**config.mk**
```make
export PLATFORM = sky130hd
export DESIGN_NAME = div16u8_seq_flat
export DESIGN_NICKNAME = d
export VERILOG_FILES = /design/src/rtl/div16u8_seq_pkg.sv /design/src/rtl/div16u8_seq_if.sv /design/src/rtl/div16u8_seq_step.sv /design/src/rtl/div16u8_seq.sv /design/src/flat_wrapper.sv
export SDC_FILE = /design/constraint.sdc
export NUM_CORES = 1
export LEC_CHECK = 0
export BUFFER_PORTS_ARGS = -buffer_cell sky130_fd_sc_hd__buf_4
export CORE_MARGIN = 2
export CORE_UTILIZATION = 45
export CTS_BUF_LIST = sky130_fd_sc_hd__clkbuf_16
export DETAILED_ROUTE_END_ITERATION = 6
export PLACE_DENSITY = 0.66
export SLEW_MARGIN = 20
export SYNTH_ARGS = -nofsm -noshare
export SYNTH_HDL_FRONTEND = slang
export SYNTH_SLANG_ARGS = --single-unit
```
**constraint.sdc**
```tcl
create_clock -name clk -period 5.9 [get_ports clk]
set_clock_uncertainty 0.15 [all_clocks]
set_input_delay 0.295 -clock clk [delete_from_list [all_inputs] [get_ports clk]]
set_output_delay 0.295 -clock clk [all_outputs]
set_load 0.005 [all_outputs]
```
**src/rtl/div16u8_seq_pkg.sv**
```systemverilog
// Shared types and constants for the sequential 16/8 unsigned divider.
// The package name is div_pkg so future divider variants can share it.
package div_pkg;

  localparam int W_Q = 8;
  localparam int W_D = 2 * W_Q;

  typedef enum logic [1:0] {
    IDLE = 2'd0,
    CALC = 2'd1,
    DONE = 2'd2
  } div_state_t;

  localparam logic [W_Q-1:0] Q_SAT = '1;

endpackage

```
**src/rtl/div16u8_seq_if.sv**
```systemverilog
// Operand and result handshake bundle for div16u8_seq.
// master = producer/consumer side, slave = divider side.
interface div16u8_seq_if;
  import div_pkg::*;

  // Both channels use strict valid/ready: a transfer happens on a rising edge
  // where valid & ready are both high; a raised valid holds its data stable.
  logic           in_valid;
  logic           in_ready;
  logic [W_D-1:0] dividend;
  logic [W_Q-1:0] divisor;
  logic           out_valid;
  logic           out_ready;
  logic [W_Q-1:0] quotient;
  logic [W_Q-1:0] remainder;
  logic           ovf;
  logic           dbz;

  modport master (
    output in_valid, dividend, divisor, out_ready,
    input  in_ready, out_valid, quotient, remainder, ovf, dbz
  );

  modport slave (
    input  in_valid, dividend, divisor, out_ready,
    output in_ready, out_valid, quotient, remainder, ovf, dbz
  );

endinterface

```
**src/rtl/div16u8_seq_step.sv**
```systemverilog
// One radix-2 restoring division iteration; purely combinational so that
// approximate step variants can replace it without touching the control.
module div_restoring_step
  import div_pkg::*;
#(
  parameter int WQ = W_Q
) (
  input  logic [WQ:0]   r,
  input  logic [WQ-1:0] q,
  input  logic [WQ-1:0] divisor,
  output logic [WQ:0]   r_next,
  output logic [WQ-1:0] q_next
);

  logic [WQ:0] t;
  logic        ge;

  // r[WQ] is shifted out of t; if it were ever set the true partial
  // remainder would exceed any divisor, so it forces a subtract.
  always_comb begin
    t      = {r[WQ-1:0], q[WQ-1]};
    ge     = r[WQ] | (t >= {1'b0, divisor});
    r_next = ge ? (t - {1'b0, divisor}) : t;
    q_next = {q[WQ-2:0], ge};
  end

endmodule

```
**src/rtl/div16u8_seq.sv**
```systemverilog
// Sequential unsigned 16-by-8 restoring divider, one quotient bit per clock,
// with saturating results for divide-by-zero and quotient overflow.
module div16u8_seq
  import div_pkg::*;
(
  input  logic               clk,
  input  logic               rst,
  div16u8_seq_if.slave       bus,
  output div_state_t         state_dbg
);

  div_state_t     state_q, state_d;
  logic [2:0]     cnt_q, cnt_d;
  logic [W_Q:0]   r_q, r_d;
  logic [W_Q-1:0] q_q, q_d;
  logic [W_Q-1:0] dvs_q, dvs_d;
  logic [W_Q-1:0] quo_q, quo_d;
  logic [W_Q-1:0] rem_q, rem_d;
  logic           ovf_q, ovf_d;
  logic           dbz_q, dbz_d;
  logic           out_valid_q, out_valid_d;

  logic [W_Q:0]   r_next;
  logic [W_Q-1:0] q_next;

  div_restoring_step #(.WQ(W_Q)) u_step (
    .r       (r_q),
    .q       (q_q),
    .divisor (dvs_q),
    .r_next  (r_next),
    .q_next  (q_next)
  );

  always_comb begin
    state_d     = state_q;
    cnt_d       = cnt_q;
    r_d         = r_q;
    q_d         = q_q;
    dvs_d       = dvs_q;
    quo_d       = quo_q;
    rem_d       = rem_q;
    ovf_d       = ovf_q;
    dbz_d       = dbz_q;
    out_valid_d = out_valid_q;

    unique case (state_q)
      IDLE: begin
        if (bus.in_valid) begin
          if (bus.divisor == '0) begin
            state_d     = DONE;
            out_valid_d = 1'b1;
            dbz_d       = 1'b1;
            ovf_d       = 1'b0;
            quo_d       = Q_SAT;
            rem_d       = bus.dividend[W_Q-1:0];
          end else if (bus.dividend[W_D-1:W_Q] >= bus.divisor) begin
            // Quotient would need more than W_Q bits.
            state_d     = DONE;
            out_valid_d = 1'b1;
            dbz_d       = 1'b0;
            ovf_d       = 1'b1;
            quo_d       = Q_SAT;
            rem_d       = '0;
          end else begin
            state_d = CALC;
            r_d     = {1'b0, bus.dividend[W_D-1:W_Q]};
            q_d     = bus.dividend[W_Q-1:0];
            dvs_d   = bus.divisor;
            cnt_d   = '0;
          end
        end
      end
      CALC: begin
        r_d   = r_next;
        q_d   = q_next;
        cnt_d = cnt_q + 3'd1;
        if (cnt_q == 3'd7) begin
          state_d     = DONE;
          out_valid_d = 1'b1;
          quo_d       = q_next;
          rem_d       = r_next[W_Q-1:0];
          ovf_d       = 1'b0;
          dbz_d       = 1'b0;
        end
      end
      DONE: begin
        if (bus.out_ready) begin
          state_d     = IDLE;
          out_valid_d = 1'b0;
        end
      end
      default: begin
        state_d     = IDLE;
        out_valid_d = 1'b0;
      end
    endcase
  end

  always_ff @(posedge clk or posedge rst) begin
    if (rst) begin
      state_q     <= IDLE;
      cnt_q       <= '0;
      r_q         <= '0;
      q_q         <= '0;
      dvs_q       <= '0;
      quo_q       <= '0;
      rem_q       <= '0;
      ovf_q       <= 1'b0;
      dbz_q       <= 1'b0;
      out_valid_q <= 1'b0;
    end else begin
      state_q     <= state_d;
      cnt_q       <= cnt_d;
      r_q         <= r_d;
      q_q         <= q_d;
      dvs_q       <= dvs_d;
      quo_q       <= quo_d;
      rem_q       <= rem_d;
      ovf_q       <= ovf_d;
      dbz_q       <= dbz_d;
      out_valid_q <= out_valid_d;
    end
  end

  assign bus.in_ready  = (state_q == IDLE) & ~rst;
  assign bus.out_valid = out_valid_q;
  assign bus.quotient  = quo_q;
  assign bus.remainder = rem_q;
  assign bus.ovf       = ovf_q;
  assign bus.dbz       = dbz_q;
  assign state_dbg     = state_q;

endmodule

```
**src/flat_wrapper.sv**
```systemverilog
// flat-port wrapper written by rule: the top's interface ports become plain ports
module div16u8_seq_flat import div_pkg::*;
  (clk, rst, state_dbg, bus_in_valid, bus_dividend, bus_divisor, bus_out_ready, bus_in_ready, bus_out_valid, bus_quotient, bus_remainder, bus_ovf, bus_dbz);
  div16u8_seq_if bus_i ();
  input  logic clk;
  input  logic rst;
  output div_state_t state_dbg;
  input wire logic [$bits(bus_i.in_valid)-1:0] bus_in_valid;
  input wire logic [$bits(bus_i.dividend)-1:0] bus_dividend;
  input wire logic [$bits(bus_i.divisor)-1:0] bus_divisor;
  input wire logic [$bits(bus_i.out_ready)-1:0] bus_out_ready;
  output wire logic [$bits(bus_i.in_ready)-1:0] bus_in_ready;
  output wire logic [$bits(bus_i.out_valid)-1:0] bus_out_valid;
  output wire logic [$bits(bus_i.quotient)-1:0] bus_quotient;
  output wire logic [$bits(bus_i.remainder)-1:0] bus_remainder;
  output wire logic [$bits(bus_i.ovf)-1:0] bus_ovf;
  output wire logic [$bits(bus_i.dbz)-1:0] bus_dbz;
  assign bus_i.in_valid = bus_in_valid;
  assign bus_i.dividend = bus_dividend;
  assign bus_i.divisor = bus_divisor;
  assign bus_i.out_ready = bus_out_ready;
  assign bus_in_ready = bus_i.in_ready;
  assign bus_out_valid = bus_i.out_valid;
  assign bus_quotient = bus_i.quotient;
  assign bus_remainder = bus_i.remainder;
  assign bus_ovf = bus_i.ovf;
  assign bus_dbz = bus_i.dbz;
  div16u8_seq u_core (.clk(clk), .rst(rst), .bus(bus_i), .state_dbg(state_dbg));
endmodule
```
; ---- After elaboration in Yosys (flattened, before gate mapping)
; Cells that the tools add are included.
[word_totals]
wordCells = 79
input_bits = 28
register_bits = 49
[classes]
n_bitwise = 5
mux = 43
n_eq_ne = 9
addsub = 2
reduce_logical = 8
magnitude_cmp = 2
[op_table]
columns = op, n
row1 = two-way mux 8 bit, 11
row2 = case mux 8 bit (2 select lines), 3
row3 = two-way mux 9 bit, 4
row4 = case mux 9 bit (2 select lines), 1
row5 = AND reduction 4 bit, 4
row6 = two-way mux 1 bit, 11
row7 = two-way mux 2 bit, 5
row8 = >= comparator 9 x 8 -> 1 bit, 1
row9 = two-way mux 3 bit, 3
row10 = subtractor 9 x 8 -> 9 bit, 1
row11 = >= comparator 8 bit, 1
row12 = zero test 8 bit, 1
row13 = != test 2 bit (second input constant), 4
row14 = case mux 2 bit (3 select lines), 1
row15 = case mux 3 bit (2 select lines), 1
row16 = case mux 1 bit (2 select lines), 2
row17 = adder 3 x 1 -> 3 bit (second input constant), 1
row18 = == test 3 bit (second input constant), 1
row19 = != test 3 x 1 -> 1 bit (second input constant), 1
row20 = NOT 1 bit, 3
row21 = case mux 1 bit (3 select lines), 1
row22 = AND reduction 3 bit, 1
row23 = == test 2 x 1 -> 1 bit (second input constant), 1
row24 = == test 2 bit (second input constant), 1
row25 = 5 further kinds, 5

; ---- Logic depth before layout (Yosys ltp)
; Gate-level depths: netlist of run 1.
[depth]
ltp_word = 5
ltp_mapped = 10

; ---- By module
; From an unflattened synthesis of run 1, not the netlist that was laid out.
[hier_totals]
cells_unflattened = 293
hier_area_um2 = 3104.2
[modules_own_cells]
columns = mod, area_each_um2, n_inst, cells_per_inst
row1 = div16u8_seq, 2516.2, 1, 210
row2 = div_restoring_step, 588.1, 1, 83

; ---- Worst setup path before layout of run 1
; OpenSTA, ideal clock, no wires.
[synth_path]
path_kind = input -> register
startpoint = input port bus_dividend[8]
endpoint = register u_core.dbz_q (netlist: u_core.bus.dbz)
setup_time_ns = 0.125
required_time_ns = 5.625
t_arrival_ns = 2.041
cell_stages = 9
path_buffers = 1
slack_ns = 3.584
path_cell_list = inv_1 > ha_1 > nand2b_1 > a2111oi_4 > o21ai_2 > a31o_4 > and2_4 > buf_8 > mux2_4
[synth_via]
elab_chain_cells = 3
[synth_lines]
columns = item, line
row1 = "start, declared", flat_wrapper.sv:9  ; input wire logic [$bits(bus_i.dividend)-1:0] bus_dividend;
row2 = >= comparator 8 bit, div16u8_seq.sv:56  ; end else if (bus.dividend[W_D-1:W_Q] >= bus.divisor) begin
row3 = != test 3 x 1 -> 1 bit (no line), --
row4 = AND reduction 4 bit (no line), --
row5 = "end signal, assigned", div16u8_seq.sv:120  ; dbz_q <= dbz_d;
row6 = "end, declared", div16u8_seq.sv:20  ; logic dbz_q, dbz_d;
; Every way passes these cells.
; A chain may end at the register's enable or synchronous reset.

; ---- Final worst setup path of run 1
[layout_path]
startpoint = register u_core.r_q[5]
endpoint = register u_core.r_q[5]
[layout_via]
elab_chain_cells = 4
[layout_lines]
columns = item, line
row1 = "start, declared", div16u8_seq.sv:14  ; logic [W_Q:0] r_q, r_d;
row2 = "start signal, assigned", div16u8_seq.sv:114  ; r_q <= r_d;
row3 = >= comparator 9 x 8 -> 1 bit, div16u8_seq_step.sv:22  ; ge = r[WQ] | (t >= {1'b0, divisor});
row4 = OR 1 bit, div16u8_seq_step.sv:22
row5 = two-way mux 9 bit, div16u8_seq_step.sv:23  ; r_next = ge ? (t - {1'b0, divisor}) : t;
row6 = case mux 9 bit (2 select lines), div16u8_seq.sv:46  ; unique case (state_q)
; Every way passes these cells.

==> metrics, run 1 <==
status complete, but fails checks; failing checks hold timing; Max FO, Critical Path 12; worst r2r dst u_core.r_q[5]$_DFFE_PP0P_; CP Cell Sequence ha_1 > a21oi_1 > nand2_1 > o211ai_1 > a22oi_1 > a211oi_1 > o21ai_0; worst reg2reg startpoint u_core.r_q[5]$_DFFE_PP0P_; H-tree depth 2; area of the mapped netlist 2978 µm²; largest net degree at the start of global routing 50; post-synthesis simple-gate area fraction 16.18%; Worst R2R Path Depth 7; DRT Wirelength 7675 µm; hpwl dp 5839 µm; Post-route DRC 0; worst hold slack -0.003537 ns; Pwr Density between 600 and 700 nW/µm²; slew margin rel. between 40% and 50%; post-synthesis adder-cell area fraction between 8 and 9%; cell count after synthesis 335; syn_nets 382; Post-DRT Antenna Nets 0; Post-synth EDFFs 0; Final Util 54.90%; top post-synthesis cells by count dfrtp_1 (49), nand2_1 (34), a21oi_1 (31); cell row count 29; CTS Hold Bufs 0; number of CTS-inserted buffers 5; sequential area share after synthesis between 40% and 50%; cell area after layout 3506 µm²; Seq cells post-synth 49; sw frac 45.83%; overall routing resource usage 22.60%; die area 7284 µm²; Cell Int Power 1.214 mW; post-synth top area share 41.18%; switching power total 1.027 mW; area grow syn2layout 17.73%; Clock Sinks 49; Flop pwr share 28.1%; DR vias/cell 5.759; DR WL/cell between 15 and 20 µm; leakage 1.594 nW; GR Overflow Total 0; clock power share about an eighth; I/O Buffers 49; Hold Path Class in2async; dominant synthesized flop cell dfrtp_1; CTS tree yes; Tmin final 2.847 ns; Root Buffer clkbuf_16; Skew-Pair Late Insertion Delay 0.29 ns; Die X 85.35 µm; Initial Utilization 46.63%; Comb power frac 58.6%; Slew @ Worst Pin 0.8755 ns; Critical Path RT between 5 and 6 ns; Synth Area in Compound Gates approximately 24%; clk slew on worst S/H paths 0.07 ns; layout cells sized above 1 19.47%; total number of vias 2,603; Avg Cell Area, Syn 8.889 µm²; critical path type reg2reg; max-cap violation count 0; Max clock buf depth 2; vias in the first global route 2,611; initial antenna violation count 0; Period Utilization, post-route 48.26%; Max VDD drop 0.0003207 V; detailed-router iteration count before antenna repair 5; Final Hold Fails 2; RSZ-0062 raised after global routing false; arrival time worst endpoint between 2 and 3 ns; antenna cells 0; # setup viols final 0; most common cell in the netlist dfrtp_1; worst reg2reg setup slack 3.05 ns; area leader, netlist dfrtp_1; XOR/XNOR share of the synthesized area 0.5882%; Iter 0 DRT Violations about 200; Post-synth ARST share 100.0%; mux share of post-synthesis cell area 3.319%; first-pass GRT wire length 12,920 µm; startpoint types register; core area ~6400 µm²; Post-CTS Setup Bufs 0; IO Count 50; nets@finish 421; post_cts resized 0; Slew Viols, Final 0; slowest stage delay, CP 0.71 ns; chip height about 85 µm; placed instance area 3353 µm²; CP Capture Type register; critical path's slowest cell o211ai_1; fmax 351.2 MHz; total negative slack 0 ns; routability cong. 0.9383; Distinct cells, synth 51; main combinational cell family by area after synthesis compound AO/OA/AOI/OAI gates; synth top area cells dfrtp_1 (41%), ha_1 (7.6%), a21oi_1 (5.2%); YS warnings 0
-- critical path: cells and delay by family, from the launching register on --
kind                       cells  cell delay (ns)
adders and majority gates      1             0.40
and+or+nand+nor                1             0.11
AOI/OAI and AO/OA              5             1.66
DFF                            1             0.41
-- layout make-up --
type / instances / area [µm²]
Timing Repair Buffer: 51 / 382.9
Clock buffer: 5 / 125.1
Tap cell: 77 / 96.34
Multi-Input combinational cell: 244 / 1562
Sequential cell: 49 / 1226
Clock inverter: 3 / 26.28
Inverter: 23 / 87.58
Fill cell: 611 / 2880
-- power by group through the flow --
stage / Clock (mW) / Sequential (mW) / Combinational, mW
2_1_floorplan: 0 / 0.595 / 0.965
3_3_place_gp: 0 / 0.627 / 1.29
3_5_place_dp: 0 / 0.635 / 1.30
4_1_cts: 0.299 / 0.630 / 1.31
5_1_grt: 0.316 / 0.650 / 1.47
6_report: 0.297 / 0.630 / 1.31
-- layer usage --
layer / up-vias / share of wire [%] / track usage (%)
met5: - / 0 / 0
met4: 0 / 2.1 / 8.225
met3: 14 / 4.5 / 3.988
met2: 78 / 46 / 35.30
met1: 1231 / 47 / 31.54
li1: 1280 / - / -
-- layout by cell type, fill, tap and decap left out, types with 2 or more instances in the layout --
master	instances
o21a_1	5
nor2b_1	5
a22o_1	2
or4_4	2
nand2b_1	4
a22oi_1	2
mux2i_1	2
a32o_1	2
a211oi_1	5
nor3b_1	2
buf_4	51
clkinvlp_4	2
nor3_1	9
a21o_1	3
ha_1	18
o21ai_0	30
mux2_4	3
o211ai_1	3
clkbuf_16	5
nor2_1	29
nand3_1	9
and3_1	3
a31oi_1	16
inv_1	22
nand4_1	2
nand2_1	34
dfrtp_1	49
mux2_2	3
a21oi_1	31
-- per-stage QoR --
step,setup WS [ns],power (mW),std cells
2_1_floorplan,3.584,1.560,335
3_3_place_gp,3.249,1.919,444
3_5_place_dp,3.134,1.940,444
4_1_cts,3.122,2.239,452
5_1_grt,2.806,2.438,452
6_report,3.053,2.240,452
-- registers in the layout (all words and copies together) (netlist names) --
register,count
u_core.bus.dbz,1
u_core.bus.out_valid,1
u_core.bus.ovf,1
u_core.bus.quotient,8
u_core.bus.remainder,8
u_core.cnt_q,3
u_core.dvs_q,8
u_core.q_q,8
u_core.r_q,9
u_core.state_dbg,2
-- worst max-delay path by stage --
stage / start / endpoint / slack (ns) / depth (start not counted)
floorplan: bus_dividend[8] / u_core.bus.dbz$_DFFE_PP0P_ / 3.58 / 9
global placement: u_core.r_q[5]$_DFFE_PP0P_ / u_core.bus.remainder[0]$_DFFE_PP0P_ / 3.25 / 7
detailed placement: u_core.r_q[5]$_DFFE_PP0P_ / u_core.bus.remainder[0]$_DFFE_PP0P_ / 3.13 / 7
CTS: u_core.r_q[5]$_DFFE_PP0P_ / u_core.bus.remainder[0]$_DFFE_PP0P_ / 3.12 / 7
global route: u_core.r_q[5]$_DFFE_PP0P_ / u_core.r_q[5]$_DFFE_PP0P_ / 2.81 / 7
finish: u_core.r_q[5]$_DFFE_PP0P_ / u_core.r_q[5]$_DFFE_PP0P_ / 3.05 / 7
-- cell families after synthesis --
kind of cell | after synthesis
fa+ha+maj | 19
buf+inv | 42
simple gates | 103
xor+xnor | 2
flops | 49
mux | 8
compound gates | 112
Power figures use the tool's default switching activity.
==> inputs of run 2 (changes only) <==
ABC_AREA = 1   (was not set)
clock period = 2.7 ns   (was 5.9 ns; I/O delays follow)
==> metrics, run 2 <==
status complete, no violations (was complete, but fails checks); CP Capture Type register (unchanged); Post-synth EDFFs 0 (unchanged); critical hold path startpoint bus_dividend[2]; Post-route DRC 0 (unchanged); routability cong. 0.8136 (was 0.9383); number of CTS-inserted buffers 5 (unchanged); Final Hold Fails 0 (was 2); nets@finish 533 (was 421); Pwr Total 4.693 mW (was 2.240 mW); chip height 86.60 µm (was 85.35 µm); DR vias/cell 5.085 (was 5.759); overall routing resource usage 22.02% (was 22.60%); Final Util 56.12% (was 54.90%); met2 usage 36.43% (was 35.30%); vias in the first global route 2,736 (was 2,611); cell count after synthesis 426 (was 335); critical path's slowest cell dlygate4sd3_1 (was o211ai_1); Max FO, Critical Path 15 (was 12); total number of vias 2,883 (was 2,603); post-place setup slack 0.5533 ns (was 3.134 ns); Hold EP u_core.q_q[2]$_DFFE_PP0P_; DR WL/cell 14.05 µm (was 16.98 µm); max-cap violation count 0 (unchanged); GR Util met1 29.81% (was 31.54%); layer with the highest usage met2 (unchanged); slew margin rel. 67.02% (was 41.49%); area grow syn2layout 22.13% (was 17.73%); placed instance count 549 (was 444); Pwr Density 1252 nW/µm² (was 639.0 nW/µm²); arrival time worst endpoint 2.48 ns (was 2.86 ns); IO Count 50 (unchanged); non-filler cells, final 567 (was 452); worst r2r dst u_core.r_q[0]$_DFFE_PP0P_ (was u_core.r_q[5]$_DFFE_PP0P_); CP Cell Sequence dlygate4sd3_1 > buf_4 > inv_2 > ha_1 > a21o_1 > nor2_1 > nand3_1 > nor2_2 > nand2_4 > nand2_1 > buf_4 > nand2_1 > nand2_1 (was ha_1 > a21oi_1 > nand2_1 > o211ai_1 > a22oi_1 > a211oi_1 > o21ai_0); Root Buffer clkbuf_16 (unchanged); clk slew on worst S/H paths 0.07 ns (about the same); Flop pwr share 28.0% (was 28.1%); startpoint types primary input (was register); met3 Use GR 4.476% (was 3.988%); Slew Viols, Final 0 (unchanged); Hold Path Class in2reg (was in2async); RSZ-0062 raised after global routing false (unchanged); Avg Cell Area, Syn 7.208 µm² (was 8.889 µm²); critical path type in2reg (was reg2reg); worst reg2reg setup slack 0.53 ns (was 3.05 ns); Initial Utilization 45.96% (was 46.63%); CP dominant cell by count nand2_1; commonest non-fill, non-tap cell in the layout nand2_1 (was buf_4); GR Overflow Total 0 (unchanged); hpwl dp 5828 µm (was 5839 µm); initial antenna violation count 0 (unchanged); Tmin final 2.395 ns; H-tree depth 2 (unchanged); I/O Buffers 49 (unchanged); sw frac 47.54% (was 45.83%); WHS Path Cells 5; YS warnings 0 (unchanged); core area 6681 µm² (was 6386 µm²); Max clock buf depth 2 (unchanged); post-route setup slack 0.3047 ns (was 3.053 ns); Distinct cells, synth 30 (was 51); largest net degree at the start of global routing 31 (was 50); layout cells sized above 1 18.07% (was 19.47%); slowest stage delay, CP 0.53 ns (was 0.71 ns); CTS tree yes (unchanged); Worst R2R Path Depth 9 (was 7); most frequent cells in the layout nand2_1 (184), buf_4 (54), dfrtp_1 (49) (was buf_4 (51), dfrtp_1 (49), nand2_1 (34)); DRT Wirelength 7966 µm (was 7675 µm); CP top delay family buffers and inverters (was compound AO/OA/AOI/OAI gates); Die X 86.60 µm (was 85.35 µm); # setup viols final 0 (unchanged); Clock Sinks 49 (unchanged); leakage 2.120 nW (was 1.594 nW); syn_nets 473 (was 382); sequential area share after synthesis 39.93% (was 41.18%); die area 7500 µm² (was 7284 µm²); most common cell in the netlist nand2_1 (was dfrtp_1); Iter 0 DRT Violations 186 (was 196); worst hold slack 0.01339 ns (was -0.003537 ns); Cell Int Power 2.462 mW (was 1.214 mW); Largest register FFs 9 (unchanged); Critical Path RT 2.78 ns (was 5.92 ns); first-pass GRT wire length 12,990 µm (was 12,920 µm); clock power share 13.7% (was 13.2%); area of the mapped netlist 3070 µm² (was 2978 µm²); Period Utilization, post-route 88.71%; switching power total 2.231 mW (was 1.027 mW); post-synth top area share 39.93% (was 41.18%); Post-DRT Antenna Nets 0 (unchanged); detailed-router iteration count before antenna repair 4 (was 5); cell area after layout 3750 µm² (was 3506 µm²); total negative slack 0 ns (unchanged); Post-synth ARST share 100.0% (unchanged); dominant synthesized flop cell dfrtp_1 (unchanged); antenna cells 0 (unchanged); synth top area cells dfrtp_1 (40%), nand2_1 (22%), ha_1 (7.3%) (was dfrtp_1 (41%), ha_1 (7.6%), a21oi_1 (5.2%)); Comb power frac 58.3% (was 58.6%); worst reg2reg startpoint u_core.r_q[5]$_DFFE_PP0P_ (unchanged); Slew @ Worst Pin 0.4947 ns (was 0.8755 ns); area leader, netlist dfrtp_1 (unchanged); Skew-Pair Late Insertion Delay 0.29 ns (about the same); Max VDD drop 0.0008845 V (was 0.0003207 V); fmax roughly 420 MHz; Seq cells post-synth 49 (unchanged); cell row count 30 (was 29); Biggest register u_core.r_q (unchanged); top post-synthesis cells by count nand2_1 (184), dfrtp_1 (49), inv_1 (40) (was dfrtp_1 (49), nand2_1 (34), a21oi_1 (31)); worst path bufs/invs 4 (was 0); post_cts resized 0 (unchanged); placed instance area 3502 µm² (was 3353 µm²)
==> run 2: cell families (layout without fill, tap and decap cells) <==
group	after synthesis	count (layout)	share of synthesized area, %
AO/OA/AOI/OAI	26	26	4.646
adder cells (fa/ha/maj)	19	19	7.987
flip-flops	49	49	39.93
buffers and inverters	61	122	8.517
XOR/XNOR	4	4	1.141
AND/OR/NAND/NOR	267	267	37.77
==> run 2: worst reg2reg max path, delay by kind of cell, from the launching register on <==
kind	cells	cell delay (ns)
adders and majority gates	1	0.36
DFF	1	0.42
AOI/OAI and AO/OA	1	0.42
and+or+nand+nor	7	0.71
==> run 2: power groups by stage <==
stage	Sequential (mW)	Combinational (mW)	Clock, mW
finish	1.31	2.74	0.644
global route	1.35	3.10	0.677
CTS	1.31	2.73	0.644
detailed placement	1.32	2.69	0
global placement	1.31	2.66	0
floorplan	1.28	2.01	0
==> run 2: timing repair <==
action,in CTS,in global routing
hold buffers,10,0
endpoints found under the hold margin,28,0
buffers inserted,0,0
==> run 2: how the worst max path moves through the flow <==
| stage | from | endpoint | slack [ns] | cells after the start |
|---|---|---|---|---|
| global route | bus_divisor[7] | u_core.bus.remainder[7]$_DFFE_PP0P_ | 0.17 | 13 |
| detailed placement | bus_divisor[7] | u_core.bus.remainder[4]$_DFFE_PP0P_ | 0.55 | 12 |
| floorplan | u_core.r_q[4]$_DFFE_PP0P_ | u_core.bus.remainder[4]$_DFFE_PP0P_ | 0.86 | 9 |
| global placement | bus_divisor[7] | u_core.bus.remainder[6]$_DFFE_PP0P_ | 0.58 | 12 |
| finish | bus_divisor[7] | u_core.bus.remainder[4]$_DFFE_PP0P_ | 0.30 | 13 |
| CTS | bus_divisor[7] | u_core.bus.remainder[4]$_DFFE_PP0P_ | 0.30 | 13 |
==> run 2: cell type report <==
cell class | instances | area (µm²)
Clock inverter | 3 | 22.52
Tap cell | 80 | 100.1
Clock buffer | 5 | 125.1
Inverter | 50 | 187.7
Sequential cell | 49 | 1226
Multi-Input combinational cell | 316 | 1583
Timing Repair Buffer | 64 | 505.5
Fill cell | 662 | 2932
==> run 2: routing by layer <==
layer / vias to the layer above / part of all wire, %
li1: 1468 / -
met1: 1321 / 46
met2: 88 / 47
met3: 6 / 5.7
met4: 0 / 0.98
met5: - / 0
